===== config.mk =====
export PLATFORM = sky130hd
export DESIGN_NAME = encoder_16_to_4_arbiter
export DESIGN_NICKNAME = d
export VERILOG_FILES = /design/src/rtl/encoder_16_to_4_arbiter.sv
export SDC_FILE = /design/constraint.sdc
export NUM_CORES = 1
export LEC_CHECK = 0
export ABC_AREA = 1
export CORE_ASPECT_RATIO = 1.4
export CORE_MARGIN = 2
export CORE_UTILIZATION = 46
export CTS_BUF_LIST = sky130_fd_sc_hd__clkbuf_8
export DETAILED_ROUTE_END_ITERATION = 8
export GPL_ROUTABILITY_DRIVEN = 0
export GPL_TIMING_DRIVEN = 0
export PLACE_DENSITY = 0.78
export SLEW_MARGIN = 10
export SYNTH_ARGS = -nofsm -noshare
export SYNTH_HDL_FRONTEND = slang
export SYNTH_SLANG_ARGS = --single-unit

===== constraint.sdc =====
create_clock -name clk -period 4.2 [get_ports clk]
set_clock_uncertainty 0.1 [all_clocks]
set_input_delay 0.84 -clock clk [delete_from_list [all_inputs] [get_ports clk]]
set_output_delay 0.84 -clock clk [all_outputs]
set_load 0.01 [all_outputs]

===== src/rtl/encoder_16_to_4_arbiter.sv =====
// ----------------------------------------------------------------------------
// encoder_16_to_4_arbiter
//
// Registered 16-to-4 encoder with arbitration. It turns 16 one-bit request
// lines into a 4-bit source code plus a valid flag and drives the bus-driver
// select of the internal bus. Once a grant is issued, the grantee keeps the
// bus until it releases it. Rotating priority prevents any source from being
// starved.
//
// Parameters
//   ROUND_ROBIN  : 1 -> the search starts just past the last normal grantee;
//                  0 -> fixed priority, where the lowest set index wins.
//   AUTO_RELEASE : 1 -> a grant also ends when the granted request bit drops;
//                  0 -> only in_release (or disable) ends a grant.
//
// Ports
//   clk        in   1   rising-edge clock
//   reset      in   1   synchronous, active-high reset
//   in_enable  in   1   arbitration enable; low aborts any grant
//   in_16      in  16   request lines, bit i = source i wants the bus
//   in_release in   1   grantee done; ends the current grant
//   out_4      out  4   encoded index of the granted source
//   out_valid  out  1   grant active
//   out_multi  out  1   more than one request was pending at grant time
// ----------------------------------------------------------------------------
module encoder_16_to_4_arbiter #(
  parameter int ROUND_ROBIN  = 1,
  parameter int AUTO_RELEASE = 1
) (
  input  logic        clk,
  input  logic        reset,
  input  logic        in_enable,
  input  logic [15:0] in_16,
  input  logic        in_release,
  output logic [3:0]  out_4,
  output logic        out_valid,
  output logic        out_multi
);

  typedef enum logic [0:0] {
    IDLE  = 1'b0,
    GRANT = 1'b1
  } state_e;

  // Finds the first set request, scanning upward from start and wrapping
  // past 15 back to 0. The 4-bit index arithmetic performs the wrap.
  // Returns start when no bit is set; callers only use the result when a
  // request is present.
  function automatic logic [3:0] pick_winner(input logic [15:0] req,
                                             input logic [3:0]  start);
    logic [3:0] idx;
    logic       found;
    logic [3:0] win;
    win   = start;
    found = 1'b0;
    for (int k = 0; k < 16; k++) begin
      idx = start + 4'(k);
      if (!found && req[idx]) begin
        found = 1'b1;
        win   = idx;
      end else begin
        found = found;
      end
    end
    return win;
  endfunction

  // A vector has more than one bit set exactly when clearing its lowest
  // set bit leaves something behind.
  function automatic logic more_than_one(input logic [15:0] req);
    return (req & (req - 16'd1)) != 16'd0;
  endfunction

  state_e      state_q, state_d;
  logic [3:0]  out_4_q, out_4_d;
  logic        out_valid_q, out_valid_d;
  logic        out_multi_q, out_multi_d;
  logic [3:0]  ptr_q, ptr_d;

  logic        req_any_s;
  logic [3:0]  start_s;
  logic [3:0]  winner_s;
  logic        multi_s;
  logic        drop_s;

  // Request decode. This path only feeds next-state logic, never an output.
  always_comb begin
    req_any_s = (in_16 != 16'd0);
    if (ROUND_ROBIN != 0) begin
      start_s = ptr_q;
    end else begin
      start_s = 4'd0;
    end
    winner_s = pick_winner(in_16, start_s);
    multi_s  = more_than_one(in_16);
    if (AUTO_RELEASE != 0) begin
      drop_s = ~in_16[out_4_q];
    end else begin
      drop_s = 1'b0;
    end
  end

  // Next-state and output logic for the IDLE/GRANT controller.
  always_comb begin
    state_d     = state_q;
    out_4_d     = out_4_q;
    out_valid_d = out_valid_q;
    out_multi_d = out_multi_q;
    ptr_d       = ptr_q;
    case (state_q)
      IDLE: begin
        if (in_enable && req_any_s) begin
          state_d     = GRANT;
          out_4_d     = winner_s;
          out_valid_d = 1'b1;
          out_multi_d = multi_s;
        end else begin
          out_valid_d = 1'b0;
        end
      end
      GRANT: begin
        // Disable wins over release: it is an abort, so the rotation
        // pointer must stay where it was.
        if (!in_enable) begin
          state_d     = IDLE;
          out_valid_d = 1'b0;
        end else if (in_release || drop_s) begin
          state_d     = IDLE;
          out_valid_d = 1'b0;
          ptr_d       = out_4_q + 4'd1;
        end else begin
          out_valid_d = 1'b1;
        end
      end
      default: begin
        state_d     = IDLE;
        out_valid_d = 1'b0;
      end
    endcase
  end

  // State and output registers with synchronous reset.
  always_ff @(posedge clk) begin
    if (reset) begin
      state_q     <= IDLE;
      out_4_q     <= 4'd0;
      out_valid_q <= 1'b0;
      out_multi_q <= 1'b0;
      ptr_q       <= 4'd0;
    end else begin
      state_q     <= state_d;
      out_4_q     <= out_4_d;
      out_valid_q <= out_valid_d;
      out_multi_q <= out_multi_d;
      ptr_q       <= ptr_d;
    end
  end

  assign out_4     = out_4_q;
  assign out_valid = out_valid_q;
  assign out_multi = out_multi_q;

endmodule


=== After elaboration in Yosys (flattened, before gate mapping) ===
Index checks and enable logic that the tools add are counted.

* Add/subtract/negate cells: 17
* $mul: 0
* Divide/modulo/power cells: 0
* Magnitude comparators: 17
* Equal/unequal tests: 0
* Shift-type cells: 0
* Mux-type cells: 68
* Bitwise logic cells: 3
* Reduce and logical (&&, ||, !) cells: 36

{| class="wikitable"
|+ Operator list
! kind !! count
|-
| 4-bit by 5-bit less-than comparator with 1-bit output, second input constant || 17
|-
| 1-bit binary-select mux with 4-bit select || 17
|-
| 4-bit two-way mux || 15
|-
| 1-bit two-way mux || 35
|-
| 4-bit adder, second input constant || 8
|-
| 16-bit nonzero test || 2
|-
| 4-bit by 3-bit adder with 4-bit output, second input constant || 4
|-
| 16-bit bitwise AND || 1
|-
| 1-bit logical AND || 16
|-
| 16-bit by 1-bit subtractor with 16-bit output, second input constant || 1
|-
| 1-bit logical NOT || 15
|-
| 4-bit by 1-bit adder with 4-bit output, second input constant || 2
|-
| 4-bit by 2-bit adder with 4-bit output, second input constant || 2
|-
| 3-bit AND reduction || 1
|-
| 1-bit NOT || 2
|-
| 1-bit one-hot mux with 2 select lines || 1
|-
| 2-bit AND reduction || 1
|-
| 1-bit logical OR || 1
|}

* Register bits: 10
* Latch bits: 0
* Memory bits (writable): 0
* Bits in read-only memories: 0
* Input port bits: 20
* Output and inout bits: 6
* Word-level logic and storage cells: 145
* Memories kept: 0

=== Longest topological paths before layout ===
Gate-level depths: netlist (run 1).

* Depth after elaboration: 48
* Gate-level depth with buffers: 30
* Gate-level depth less buffers: 28

=== Worst setup path after synthesis (run 1) ===
No wires, ideal clock.

* Path kind: register -> register
* Start point: register ptr_q[1]
* End point: register out_4_q[2] (netlist: out_4[2])
* Setup time: 116 ps
* Arrival: 2929 ps
* Path slack: 1055 ps
* Cell stages (with the launch flop): 25
* Period minus slack after synthesis: 3145 ps
* Cells stage by stage: dfxtp_1 -> inv_1 -> buf_2 -> ha_1 -> inv_1 -> buf_2 -> nand3_1 -> nand3_1 -> nand3_1 -> nand2_1 -> nand3_2 -> nor3_4 -> nand4_2 -> inv_2 -> nand4_4 -> inv_2 -> nand2_2 -> nor2_2 -> nand2_2 -> o21ai_0 -> inv_1 -> nand2_1 -> nand2_1 -> nand2_1 -> a21oi_1

* Longest elaborated chain between the ends: 48
* Elaborated cells on any way between the ends: 107
* Those cells by class: 15 x add/sub; 62 x mux; 30 x reduce/logical

{| class="wikitable"
|+ Ends and longest elaborated chain
! what !! RTL line !! RTL
|-
| from (decl) || 78 || <nowiki>logic [3:0] ptr_q, ptr_d;</nowiki>
|-
| from (signal assigned) || 155 || <nowiki>ptr_q <= ptr_d;</nowiki>
|-
| parallel branches: the longest is 47 deep, another holds 4-bit by 1-bit adder with 4-bit output || -- ||
|-
| 4-bit two-way mux (*) || 58 || <nowiki>if (!found && req[idx]) begin</nowiki>
|-
| to (signal assigned) || 152 || <nowiki>out_4_q <= out_4_d;</nowiki>
|-
| to (decl) || 75 || <nowiki>logic [3:0] out_4_q, out_4_d;</nowiki>
|}

Mark *: on every way between the ends. The select of a mux whose other input is x is not followed.
A chain may end at the register's enable or synchronous reset.

=== Worst setup path in the final report (run 1) ===
* Start point: register ptr_q[1]
* End point: register out_4_q[3] (netlist: out_4[3])

The elaborated chain is that of the path after synthesis.

==> results of run 1 <==
[area by class of cell]
cell class | count | area share
Clock buffer | 3 | 0.0144
Inverter | 61 | 0.0797
Buffer | 13 | 0.0266
Sequential cell | 10 | 0.0697
Timing Repair Buffer | 25 | 0.0871
Tap cell | 66 | 0.0287
Multi-Input combinational cell | 398 | 0.694
[worst max-delay path: cells and delay by family (launching register included)]
family	cells	cell delay [ns]
simple gates	14	1.58
buf+inv	7	1.12
flops	1	0.35
fa+ha+maj	1	0.33
compound gates	2	0.23
[registers in the layout (all words and copies together), names as in the netlist]
name / count
ptr_q: 4
out_4: 4
out_multi: 1
out_valid: 1
[synth_stat cells, drive strengths merged, types with 2 or more instances]
cell,count
xnor2,2
clkbuf,3
o211ai,6
dfxtp,10
o21a,3
a21o,2
a21oi,21
clkinv,2
nor2,47
and2,3
buf,10
o21ai,27
xor2,9
inv,59
nor3,4
ha,8
nand2,158
nand4,4
nand3,97
[layer usage]
layer | part of all wire | GRT usage | vias up | routed length (um)
li1 | - | - | 1642 | -
met4 | 0.080 | 0.194 | 0 | 624
met3 | 0.052 | 0.0149 | 53 | 404
met5 | 0 | 0 | - | 0
met2 | 0.49 | 0.462 | 138 | 3810
met1 | 0.38 | 0.302 | 1377 | 2930
[final timing paths]
kind / startpoint / cells after the start / slack (ns) / end
hold / removal: out_4[3] / 2 / 0.43 / out_4[3]
setup reg to reg: ptr_q[1] / 24 / 0.34 / out_4[3]
setup / recovery: ptr_q[1] / 24 / 0.34 / out_4[3]
hold reg to reg: out_4[3] / 2 / 0.43 / out_4[3]
[power groups by stage]
stage                     Combinational (W)  Sequential, W   Clock, W
final                              0.000514       0.000115  0.0000983
after global routing               0.000576       0.000116   0.000105
after CTS                          0.000507       0.000115  0.0000993
after detailed placement           0.000505       0.000117          0
after global placement             0.000495       0.000117          0
after floorplan                    0.000366       0.000118          0
[kinds of logic (layout without fill, tap and decap cells)]
logic type | count (synthesis) | after routing | share of synthesized area
adders and majority gates | 8 | 8 | 0.0401
AOI/OAI and AO/OA | 64 | 64 | 0.148
xor gates and xnor gates | 11 | 11 | 0.0476
buffers and inverters | 74 | 102 | 0.122
DFF | 10 | 10 | 0.0801
and+or+nand+nor | 315 | 315 | 0.562
[through the flow]
stage               total power [W]  hold slack, ns  instances  cell area, um2
floorplan                  0.000483           0.409        482            2500
global placement           0.000612           0.419        573            2830
detailed placement         0.000622           0.420        573            2830
CTS                        0.000722           0.437        576            2870
global route               0.000797           0.451        576            2870
finish                     0.000727           0.427        576            2870
==> impl_metrics.ini, run 1 <==
[min_path]
hp-class = flop to flop

[clock_tree]
cts_tree = done
max-clock-path-buffers = 2
cts-root-buf = clkbuf_8
cts.repair.resized = 0
cts_buffers = 3
cts.sinks = 10
ctsHoldBuffers = 0
clk_latency_ns = 0.24
clk_pin_slew_ns = 0.04
post_cts_buffers = 0
htreeDepth = 1

[sta]
relSlewSlack = 0.655
finalHoldViolations = 0
finalCritPeriodShare = 0.919
rsz0062_at_grt = false
period_minus_slack_ns = 3.86
fin_setup_tns_ns = 0
clock.fmax_mhz = 259
finalMaxSlewViolations = 0
tightest_slew_ns = 0.516
finalSetupViolCount = 0
setup_ws_ns = 0.342

[drt]
wl_um = 7770
first_iter_violations = 198
drtPass1Iterations = 5
avgViaCountPerCell = 5.57
ant_nets = 0
drc_errors = 0
wire_per_inst_um = 13.5
num_vias = 3210

[pwr]
p_leak_nw = 1.44
combPwrFrac = 0.706
ir_drop_v = 0.000251
sequentialPowerShare = 0.159
switching_share = 0.530
pwr-share-clk = 0.135
p_int_w = 0.000342
power_density_nw_per_um2 = 253
p_sw_w = 0.000385

[logic_synthesis]
yosysTopAreaCell = nand2_1
yosysSeqAreaShare = 0.0801
synthCells = 482
postSynth.asyncResetShare = 0
ys_seq_elements = 10
synth_warnings = 0
netlist_area_um2 = 2500
synth-edff-count = 0
ys.flop_type = dfxtp_1
syn_nets = 510
synth_top_area_frac = 0.231
synth.avg_cell_area_um2 = 5.18
synth_cell_type_count = 40
synthTopCellsByArea = nand2_1 (23%), nand3_1 (19%), dfxtp_1 (8.0%)

[die]
initial_core_util = 0.481
die_h_um = 91.2
io_pins = 26
core_area_um2 = 5200
die_w_um = 66.3
die_area_um2 = 6050
rows = 31

[finish]
finish.net_count = 540
diodes = 0
nFillCells = 584
area_growth_pct = 15.0
drive_above_1_share = 0.0745
mostFrequentLayoutCell = nand2_1
regArea_um2 = 200
mostFrequentLayoutCells = nand2_1 (154), nand3_1 (96), inv_1 (51)
final_util = 0.553
multi_input_area_um2 = 1990

[global_routing]
gr-total-overflow = 0
grt_pass1_wl_um = 12800
track_usage = 0.269
grt_pass1_vias = 2916
antenna_found_initial = 0
grt_max_degree = 14

[setup_path]
critPathMaxFanout = 13
cp-start-kind = flop
crit_chain = inv_1, buf_2, ha_1, inv_1, buf_2, nand3_1, nand3_1, nand3_1, nand2_1, nand3_2, nor3_4, nand4_2, inv_2, nand4_4, inv_2, nand2_2, nor2_2, nand2_2, o21ai_0, inv_1, nand2_1, nand2_1, nand2_1, a21oi_1
worstSetupPathType = flop to flop
cp_slowest_cell = dfxtp_1
cp.required_ns = 4.22
crit_top_cell = nand2_1
slowest_delay_ns = 0.35
end_kind = flop
arrival_ns = 3.87

[place]
preCtsSetupSlack_ns = 0.341
portBuffers = 25
dp.final_hpwl_um = 6300

[flow_run]
drv_cap = 0

[run_status]
outcome = finished clean
No activity file was read; power rests on OpenSTA's default activity.
==> run 2, diff against run 1 <==
--- a/config.mk
+++ b/config.mk
@@ -7,7 +7,6 @@
 export LEC_CHECK = 0
 export ABC_AREA = 1
 export CORE_ASPECT_RATIO = 1.4
-export CORE_MARGIN = 2
 export CORE_UTILIZATION = 46
 export CTS_BUF_LIST = sky130_fd_sc_hd__clkbuf_8
 export DETAILED_ROUTE_END_ITERATION = 8
==> run 2 against run 1 <==
  * Largest cell class unchanged
  * Global-route usage grew 2.0 points
  * Sequential cell count stayed put
  * Maximum frequency grew 1.3%
  * Worst hold slack improved by 0.010 ns
  * Clock-buffer cell count unchanged
  * Register-to-register slack better by 0.05 ns
  * Die area fell by 5.1%
==> impl_metrics.ini, run 2 (synthesis gave the netlist of run 1 again) <==
[global_routing]
gr-total-overflow = 0
grt_max_degree = 14
grt_pass1_wl_um = 13000
track_usage = 0.288
grt_pass1_vias = 2968
antenna_found_initial = 0

[place]
placed_area_um2 = 2830
dp.cells = 573
portBuffers = 25
dp.final_hpwl_um = 6420

[drt]
ant_nets = 0
avgViaCountPerCell = 5.65
first_iter_violations = 220
wl_um = 7990
drc_errors = 0
wire_per_inst_um = 13.9
num_vias = 3253
drtPass1Iterations = 6

[setup_path]
end_kind = flop
slowest_delay_ns = 0.35
cp_num_buf_inv = 7
critPathTopFamily = simple AND/OR/NAND/NOR gates
worstSetupPathType = flop to flop
critPathMaxFanout = 13
arrival_ns = 3.82
cp_slowest_cell = dfxtp_1
crit_top_cell = nand2_1
cp-start-kind = flop
cp.required_ns = 4.21
crit_chain = inv_1, buf_2, ha_1, inv_1, buf_2, nand3_1, nand3_1, nand3_1, nand2_1, nand3_2, nor3_4, nand4_2, inv_2, nand4_4, inv_2, nand2_2, nor2_2, nand2_2, o21ai_0, inv_1, nand2_1, nand2_1, nand2_1, a21oi_1

[die]
die_w_um = 64.3
core_area_um2 = 5200
initial_core_util = 0.481
die_h_um = 89.2
io_pins = 26
rows = 31
die_area_um2 = 5730

[pwr]
p_leak_nw = 1.44
ir_drop_v = 0.000228
power_density_nw_per_um2 = 254

[clock_tree]
cts_tree = done
cts_buffers = 3
ctsHoldBuffers = 0
htreeDepth = 1
cts.repair.resized = 0
clk_pin_slew_ns = 0.04
clk_latency_ns = 0.23
max-clock-path-buffers = 2
post_cts_buffers = 0
cts-root-buf = clkbuf_8
cts.sinks = 10

[sta]
finalMaxSlewViolations = 0
finalCritPeriodShare = 0.907
tightest_slew_ns = 0.525
relSlewSlack = 0.648
clock.fmax_mhz = 263
timing.hold.ws_ns = 0.438
period_minus_slack_ns = 3.81
fin_setup_tns_ns = 0
finalSetupViolCount = 0
rsz0062_at_grt = false
finalHoldViolations = 0

[finish]
nFillCells = 573
mostFrequentLayoutCells = nand2_1 (154), nand3_1 (96), inv_1 (51)
design_area_um2 = 2870
finish.net_count = 540
diodes = 0
mostFrequentLayoutCell = nand2_1
area_growth_pct = 15.0
final_cell_count_no_fill = 576
drive_above_1_share = 0.0745

[run_status]
outcome = finished clean

[min_path]
hp-class = flop to flop

[flow_run]
drv_cap = 0
## run 2: cell counts in the layout (fill, tap and decap cells not counted)
No cell type changed its count.
## run 2: cell type report
type	instances	area, um2	area share
multi-input combinational	398	1990	0.694
tap	66	82.6	0.0287
clock buffer	3	41.3	0.0144
timing repair buffer	25	250	0.0871
sequential	10	200	0.0697
buffer	13	76.3	0.0266
inverter	61	229	0.0797
## run 2: worst paths after layout
path             from  cells after the start       end  slack (ns)
max reg2reg  ptr_q[1]                     24  out_4[3]        0.39
min          out_4[3]                      2  out_4[3]        0.44
min reg2reg  out_4[3]                      2  out_4[3]        0.44
max          ptr_q[1]                     24  out_4[3]        0.39
## run 2: worst register-to-register path, delay by kind of cell (launching register included)
kind | cells | cell delay (ns)
buffers and inverters | 7 | 1.13
AND/OR/NAND/NOR | 14 | 1.56
flip-flops | 1 | 0.35
adder cells (fa/ha/maj) | 1 | 0.33
AO/OA/AOI/OAI | 2 | 0.22
## run 2: layer usage
metal,vias to the layer above,part of all wire,track usage
met5,-,0,0
met3,41,0.058,0.0357
met1,1446,0.38,0.299
met4,0,0.063,0.208
met2,133,0.50,0.532
li1,1633,-,-
## run 2: per-stage QoR
stage	total power, W	utilization	worst slack [ns]
detailed placement	0.000624	0.545	0.370
floorplan	0.000483	-	1.06
global route	0.000799	0.553	0.00787
global placement	0.000612	0.545	0.472
finish	0.000730	0.553	0.391
CTS	0.000720	0.553	0.415
## run 2: where the power goes
part / internal, W / leakage [nW] / switching (W) / total [W]
clock: 0.0000623 / 0.0216 / 0.0000324 / 0.0000947
sequential: 0.000105 / 0.0819 / 0.0000109 / 0.000116
combinational: 0.000175 / 1.33 / 0.000345 / 0.000520
